<file path="src/rtl/pcileech_eth_pkg.sv">
// Shared definitions for the RMII receive path.
//   - rx_state_t   : receiver state machine encoding
//   - DIBIT_*      : preamble and SFD-tail dibit values as seen on RXD[1:0]
//   - CRC_*        : Ethernet CRC-32 polynomial (reflected), seed and good-frame residue
//   - crc32_byte() : one byte of LSB-first CRC-32 update, no final inversion
package pcileech_eth_pkg;

  typedef enum logic [1:0] {
    ST_IDLE,
    ST_PREAMBLE,
    ST_DATA,
    ST_DROP
  } rx_state_t;

  // 0x55 sent LSB-first is dibit 01 repeated; 0xD5 ends with dibit 11.
  localparam logic [1:0]  DIBIT_PREAMBLE = 2'b01;
  localparam logic [1:0]  DIBIT_SFD_TAIL = 2'b11;

  localparam logic [31:0] CRC_POLY    = 32'hEDB88320;
  localparam logic [31:0] CRC_INIT    = 32'hFFFFFFFF;
  // Register value after running a frame plus its own FCS through the CRC.
  localparam logic [31:0] CRC_RESIDUE = 32'hDEBB20E3;

  localparam int unsigned LEN_W = 11;

  function automatic logic [31:0] crc32_byte(input logic [31:0] crc_in,
                                             input logic [7:0]  data);
    logic [31:0] c;
    c = crc_in;
    for (int unsigned i = 0; i < 8; i++) begin
      if (c[0] ^ data[i]) begin
        c = (c >> 1) ^ CRC_POLY;
      end else begin
        c = c >> 1;
      end
    end
    return c;
  endfunction

endpackage

</file>
<file path="src/rtl/pcileech_eth_crc32.sv">
// Byte-wide Ethernet CRC-32 accumulator.
//   clk  : clock
//   rst  : synchronous active-high reset, loads CRC_INIT
//   init : synchronous reload with CRC_INIT (start of frame)
//   en   : fold data into the running CRC this cycle
//   data : byte to accumulate
//   crc  : running CRC register (not inverted)
module pcileech_eth_crc32
  import pcileech_eth_pkg::*;
(
  input  logic        clk,
  input  logic        rst,
  input  logic        init,
  input  logic        en,
  input  logic [7:0]  data,
  output logic [31:0] crc
);

  always_ff @(posedge clk) begin
    if (rst || init) begin
      crc <= CRC_INIT;
    end else if (en) begin
      crc <= crc32_byte(crc, data);
    end
  end

endmodule

</file>
<file path="src/rtl/pcileech_rmii_rx.sv">
// RMII receive deframer: preamble/SFD detection, dibit-to-byte assembly,
// CRC-32 and length qualification, and good/bad frame counters.
//   clk          : 50 MHz RMII reference clock
//   rst          : synchronous active-high reset
//   eth_crs_dv   : RMII CRS_DV
//   eth_rx_data  : RMII RXD[1:0], LSB-first dibits
//   eth_rx_err   : PHY receive error
//   rx_data      : received byte (FCS included)
//   rx_valid     : one-cycle strobe per byte, no backpressure
//   rx_sof       : with rx_valid on the first byte after the SFD
//   rx_eof       : one-cycle end-of-frame status pulse
//   rx_good      : valid with rx_eof; CRC, length and error checks all passed
//   cnt_ok       : saturating count of good frames
//   cnt_bad      : saturating count of bad frames
module pcileech_rmii_rx
  import pcileech_eth_pkg::*;
#(
  parameter int unsigned PARAM_MAX_LEN = 1522,
  parameter int unsigned PARAM_MIN_LEN = 64
) (
  input  logic        clk,
  input  logic        rst,
  input  logic        eth_crs_dv,
  input  logic [1:0]  eth_rx_data,
  input  logic        eth_rx_err,
  output logic [7:0]  rx_data,
  output logic        rx_valid,
  output logic        rx_sof,
  output logic        rx_eof,
  output logic        rx_good,
  output logic [15:0] cnt_ok,
  output logic [15:0] cnt_bad
);

  localparam logic [LEN_W-1:0] MAX_LEN = LEN_W'(PARAM_MAX_LEN);
  localparam logic [LEN_W-1:0] MIN_LEN = LEN_W'(PARAM_MIN_LEN);
  localparam logic [LEN_W-1:0] LEN_SAT = '1;

  rx_state_t        state;

  // One-sample delay of the RMII pins.
  logic             d1_crs;
  logic [1:0]       d1_data;
  logic             d1_err;

  // Set once the line has been seen quiet; keeps the tail of a frame that was
  // in flight during reset from being mistaken for a new preamble.
  logic             line_quiet_seen;

  logic [1:0]       phase;
  logic [5:0]       part;
  logic [LEN_W-1:0] len;
  logic             err_seen;
  logic [31:0]      crc;

  logic             end_cond;
  logic             byte_done;
  logic             byte_emit;
  logic             crc_init;
  logic             frame_good;
  logic [7:0]       byte_next;

  // Carrier must be low for two consecutive samples to end a frame; a
  // single low sample is a false-carrier toggle and still carries data.
  always_comb begin
    end_cond   = !d1_crs && !eth_crs_dv;
    byte_next  = {d1_data, part};
    byte_done  = (state == ST_DATA) && !end_cond && (phase == 2'd3);
    byte_emit  = byte_done && (len < MAX_LEN);
    crc_init   = (state == ST_PREAMBLE) && !end_cond && (d1_data == DIBIT_SFD_TAIL);
    frame_good = (crc == CRC_RESIDUE) &&
                 (len >= MIN_LEN) && (len <= MAX_LEN) &&
                 (phase == 2'd0) && !err_seen;
  end

  pcileech_eth_crc32 u_crc (
    .clk  (clk),
    .rst  (rst),
    .init (crc_init),
    .en   (byte_emit),
    .data (byte_next),
    .crc  (crc)
  );

  always_ff @(posedge clk) begin
    if (rst) begin
      state           <= ST_IDLE;
      d1_crs          <= 1'b0;
      d1_data         <= '0;
      d1_err          <= 1'b0;
      line_quiet_seen <= 1'b0;
      phase           <= '0;
      part            <= '0;
      len             <= '0;
      err_seen        <= 1'b0;
      rx_data         <= '0;
      rx_valid        <= 1'b0;
      rx_sof          <= 1'b0;
      rx_eof          <= 1'b0;
      rx_good         <= 1'b0;
      cnt_ok          <= '0;
      cnt_bad         <= '0;
    end else begin
      d1_crs  <= eth_crs_dv;
      d1_data <= eth_rx_data;
      d1_err  <= eth_rx_err;

      if (end_cond) begin
        line_quiet_seen <= 1'b1;
      end

      rx_valid <= 1'b0;
      rx_sof   <= 1'b0;
      rx_eof   <= 1'b0;
      rx_good  <= 1'b0;

      if (rx_eof) begin
        if (rx_good) begin
          if (cnt_ok != '1) begin
            cnt_ok <= cnt_ok + 16'd1;
          end
        end else begin
          if (cnt_bad != '1) begin
            cnt_bad <= cnt_bad + 16'd1;
          end
        end
      end

      case (state)
        ST_IDLE: begin
          if (line_quiet_seen && d1_crs && (d1_data == DIBIT_PREAMBLE)) begin
            state <= ST_PREAMBLE;
          end
        end

        ST_PREAMBLE: begin
          if (end_cond) begin
            state <= ST_IDLE;
          end else if (d1_data == DIBIT_PREAMBLE) begin
            state <= ST_PREAMBLE;
          end else if (d1_data == DIBIT_SFD_TAIL) begin
            state    <= ST_DATA;
            phase    <= '0;
            part     <= '0;
            len      <= '0;
            err_seen <= 1'b0;
          end else begin
            state <= ST_DROP;
          end
        end

        ST_DATA: begin
          if (end_cond) begin
            state   <= ST_IDLE;
            rx_eof  <= 1'b1;
            rx_good <= frame_good;
          end else begin
            if (d1_err) begin
              err_seen <= 1'b1;
            end
            phase <= phase + 2'd1;
            case (phase)
              2'd0:    part[1:0] <= d1_data;
              2'd1:    part[3:2] <= d1_data;
              2'd2:    part[5:4] <= d1_data;
              default: part      <= part;
            endcase
            if (byte_done) begin
              if (len != LEN_SAT) begin
                len <= len + LEN_W'(1);
              end
              // Bytes past the length limit still count toward len but are
              // not presented, so the frame is flagged bad at its end.
              if (byte_emit) begin
                rx_data  <= byte_next;
                rx_valid <= 1'b1;
                rx_sof   <= (len == '0);
              end
            end
          end
        end

        ST_DROP: begin
          if (end_cond) begin
            state <= ST_IDLE;
          end
        end

        default: state <= ST_IDLE;
      endcase
    end
  end

endmodule
</file>
<file path="config.mk">
export PLATFORM = sky130hd
export DESIGN_NAME = pcileech_rmii_rx
export DESIGN_NICKNAME = d
export VERILOG_FILES = /design/src/rtl/pcileech_eth_pkg.sv /design/src/rtl/pcileech_eth_crc32.sv /design/src/rtl/pcileech_rmii_rx.sv
export SDC_FILE = /design/constraint.sdc
export NUM_CORES = 1
export LEC_CHECK = 0
export BUFFER_PORTS_ARGS = -buffer_cell sky130_fd_sc_hd__buf_4
export CAP_MARGIN = 10
export CORE_MARGIN = 3
export CORE_UTILIZATION = 49
export DETAILED_ROUTE_END_ITERATION = 7
export GPL_TIMING_DRIVEN = 0
export PLACE_DENSITY = 0.74
export SLEW_MARGIN = 10
export SYNTH_ARGS = -nofsm -noshare
export SYNTH_HDL_FRONTEND = slang
export SYNTH_SLANG_ARGS = --single-unit
</file>
<file path="constraint.sdc">
create_clock -name clk -period 1.55 [get_ports clk]
set_input_delay 0.155 -clock clk [delete_from_list [all_inputs] [get_ports clk]]
set_output_delay 0.155 -clock clk [all_outputs]
set_load 0.02 [all_outputs]
</file>
==> results.tsv <==
stage	metric	value	unit
synth	FFs w/ async S/R, synth	0	
synth	Post-synth EDFFs	0	
place	GP Congestion	0.9273	
setup_path	Critical Path Start Type	register	
floorplanning	Chip Height	108.6	um
global_route	initial antenna violation count	0	
floorplanning	I/O pins	50	
power	P_int	0.003325	W
sta	worst setup margin	-0.1856	ns
clock_tree	CTS tree	built	
synth	Syn Nets	584	
power	static leakage	2.826	nW
hold_path	HP Start	eth_rx_err	
hold_path	HP Class	in -> reg	
clock_tree	H-tree levels	3	
floorplanning	CORE AREA	10000	um2
sta	final worst clock skew	0.01202	ns
route	DR DRC count	0	
floorplanning	Die Area	11790	um2
layout	ANT cells	0	
sta	hold slack	0.02380	ns
route	Total Wirelength	15.66	mm
route	via count	4906	
synth	Seq/Total Area, Yosys	0.3998	
hold_path	Hold Path Stages	2	
clock_tree	worst skew pair latency	0.37	ns
synth	flops & latches, synth	103	
global_route	global-route wire length before repair	22.28	mm
setup_path	Req. time, crit path	1.85	ns
floorplanning	number of core rows	36	
power	sequential cell fraction of total power	0.589	
hold_path	Hold Path End	d1_err	
synth	Post-Syn Instances	570	
sta	max-slew violation count	0	
place	Port-buffer cells	48	
setup_path	R2R setup slack	-0.19	ns
power	overall power	0.004423	W
layout	layout cell share with drive strength beyond 1	0.4426	
sta	Tmin final	1.736	ns
power	NetSw	0.001098	W
global_route	gr usage total	0.2389	
route	number of DRC markers in iteration 0	343	
clock_tree	clk sinks	103	
route	vias per cell	5.854	
layout	synth-to-layout area growth	46.72	%
synth	syn avg cell area	9.048	um2
sta	fin crit share	1.120	
setup_path	Worst Path Arrival	2.04	ns
setup_path	slowest stage delay, CP	0.48	ns
power	Max rail drop VDD	0.5329	mV
clock_tree	Clock Path Buffers	2	
setup_path	Reg2Reg Depth	6	
floorplanning	Initial Util	0.5158	
synth	Yosys cell types	57	
sta	Worst Tran Pin Value	0.6965	ns
sta	RSZ-0062 raised after global routing	true	
power	PD cells	584.5	nW/um2
synth	Synth top area share	0.3998	
setup_path	Critical Path End Type	register	
setup_path	CP cell instances	and2b_1 > buf_6 > nand3_4 > o21a_4 > or4b_4 > a21oi_2	
setup_path	worst r2r src	state[0]	
sta	Slew Limit Headroom	0.5357	
synth	Synth Flop Type	dfxtp_1	
setup_path	CP top delay family	simple AND/OR/NAND/NOR gates	
clock_tree	CTS clk-pin slew, worst paths	0.09	ns
global_route	vias in the first global route	4435	
outcome	status	finished, violations left	
place	dpl cells	751	
synth	Synth Warn #	0	
outcome	failing checks	negative setup slack	
layout	count of nets after finishing	714	
job	Max-cap violations	0	
setup_path	Crit Path Max Fanout	8	
setup_path	CP max stage cell	or4b_4	
power	Combinational Power Share	0.071	
clock_tree	Root Driver	clkbuf_8	
sta	setup violators final	71	
power	switch share	0.2483	
sta	max frequency	576.2	MHz
route	WL/cell	18.68	um
setup_path	crit path buf inv count	1	
global_route	grt total ovfl	0	
setup_path	reg-to-reg critical path endpoint	len[7]	
synth	Synth area leader	dfxtp_1	
global_route	largest net degree at the start of global routing	18	
layout	fin cells	838	
power	Clock Power Share	0.340	
layout	fin util	0.7568	
place	HPWL Detailed	9.175	mm
setup_path	kind of critical path	reg -> reg	
route	Detail Route Antenna Nets	0	
synth	mapped cell area	5157	um2
sta	Final Hold Violating Endpoints	0	
clock_tree	TritonCTS buffer count	9	
route	first drt pass iteration count	5	
floorplanning	Die X	108.6	um
synth	most area-consuming cells after synthesis	dfxtp_1, xnor2_1, xor2_1	
## state kept, by name, indices dropped and copies added (netlist names)
signal,cells
cnt_bad,16
cnt_ok,16
d1_crs,1
d1_data,2
d1_err,1
err_seen,1
len,11
line_quiet_seen,1
part,6
phase,2
rx_data,8
rx_eof,1
rx_good,1
rx_sof,1
rx_valid,1
state,2
u_crc.crc,32
## power by group through the flow
stage / sequential, W / combinational, W / clock (W)
4_1_cts: 0.00262 / 0.000243 / 0.00152
3_3_place_gp: 0.00270 / 0.000181 / 0
3_5_place_dp: 0.00270 / 0.000184 / 0
2_1_floorplan: 0.00269 / 0.000137 / 0
6_report: 0.00261 / 0.000313 / 0.00150
5_1_grt: 0.00261 / 0.000330 / 0.00163
## cell families (layout without fill, tap and decap cells)
group | after synthesis | in the layout | synth area share
DFF | 103 | 103 | 0.3998
buffers and inverters | 39 | 174 | 0.03348
AOI/OAI and AO/OA | 109 | 109 | 0.1334
xor gates and xnor gates | 95 | 95 | 0.1934
adders and majority gates | 8 | 8 | 0.01941
and+or+nand+nor | 207 | 207 | 0.2031
muxes | 9 | 9 | 0.01747
## how the worst max path moves through the flow
stage	endpoint	from	depth (start not counted)	slack [ns]
after floorplan	cnt_bad[14]	cnt_bad[4]	4	-0.04
after global placement	rx_data[7]	len[2]	7	-0.41
after detailed placement	u_crc.crc[24]	part[0]	5	-0.45
after CTS	len[7]	d1_data[0]	7	-0.14
after global routing	len[7]	state[0]	6	-0.26
final	len[7]	state[0]	6	-0.19
## metrics by stage
| step | TNS (ns) | cell area (um2) | setup WS [ns] |
|---|---|---|---|
| floorplan | -0.08591 | 5359 | -0.03604 |
| global placement | -13.89 | 5886 | -0.4085 |
| detailed placement | -15.99 | 5886 | -0.4467 |
| CTS | -1.686 | 6865 | -0.1366 |
| global route | -10.27 | 7567 | -0.2594 |
| finish | -4.434 | 7567 | -0.1856 |
## layout make-up
| cell class | count | area [um2] |
|---|---|---|
| Buffer | 22 | 182.7 |
| Inverter | 13 | 48.80 |
| Tap cell | 133 | 166.4 |
| Fill cell | 634 | 2432 |
| Multi-Input combinational cell | 428 | 3664 |
| Clock inverter | 6 | 38.79 |
| Timing Repair Buffer | 123 | 1129 |
| Sequential cell | 103 | 2211 |
| Clock buffer | 10 | 127.6 |
## synthesized netlist by cell type, types with 7 or more instances
master and count:
xnor2_1 46, nand4_1 14, nand3_1 16, clkbuf_1 14
ha_1 8, o211ai_1 19, o21ai_0 15, dfxtp_1 103
a21oi_1 38, nor3_1 20, nor2_1 59, xnor2_2 12
inv_1 13, a211oi_1 7, xor2_1 33, nand2_1 48
mux2i_1 9
## layer usage
metal / vias up / wire, um / track usage
li1: 2265 / - / -
met1: 2348 / 6266 / 0.3090
met2: 244 / 7698 / 0.4011
met3: 49 / 1128 / 0.03881
met4: 0 / 565 / 0.08837
met5: - / 0 / 0
## cell usage in the layout, fill, tap and decap left out, types with 6 or more instances in the layout
| master | instances |
|---|---|
| nand4_1 | 14 |
| xor2_1 | 29 |
| nand4b_1 | 6 |
| o21ai_1 | 8 |
| dfxtp_2 | 26 |
| nand3_1 | 9 |
| buf_12 | 11 |
| xnor2_4 | 17 |
| o211ai_1 | 19 |
| o21ai_2 | 6 |
| clkbuf_1 | 7 |
| a21oi_2 | 7 |
| nor2_1 | 54 |
| clkbuf_8 | 11 |
| dfxtp_1 | 46 |
| nand2_1 | 46 |
| inv_1 | 11 |
| mux2i_1 | 9 |
| a21oi_1 | 28 |
| dfxtp_4 | 31 |
| buf_4 | 100 |
| buf_6 | 19 |
| xnor2_1 | 40 |
| nor3_1 | 15 |
## repair_timing
action                                  CTS  global route
pin swaps                                29            34
endpoints found under the setup margin   85            86
buffers inserted                         45            27
cloned                                    0             1
resized for setup                        97            88
hold buffers                              2             0
endpoints found under the hold margin     2             0
No activity file was read; power rests on OpenSTA's default activity.
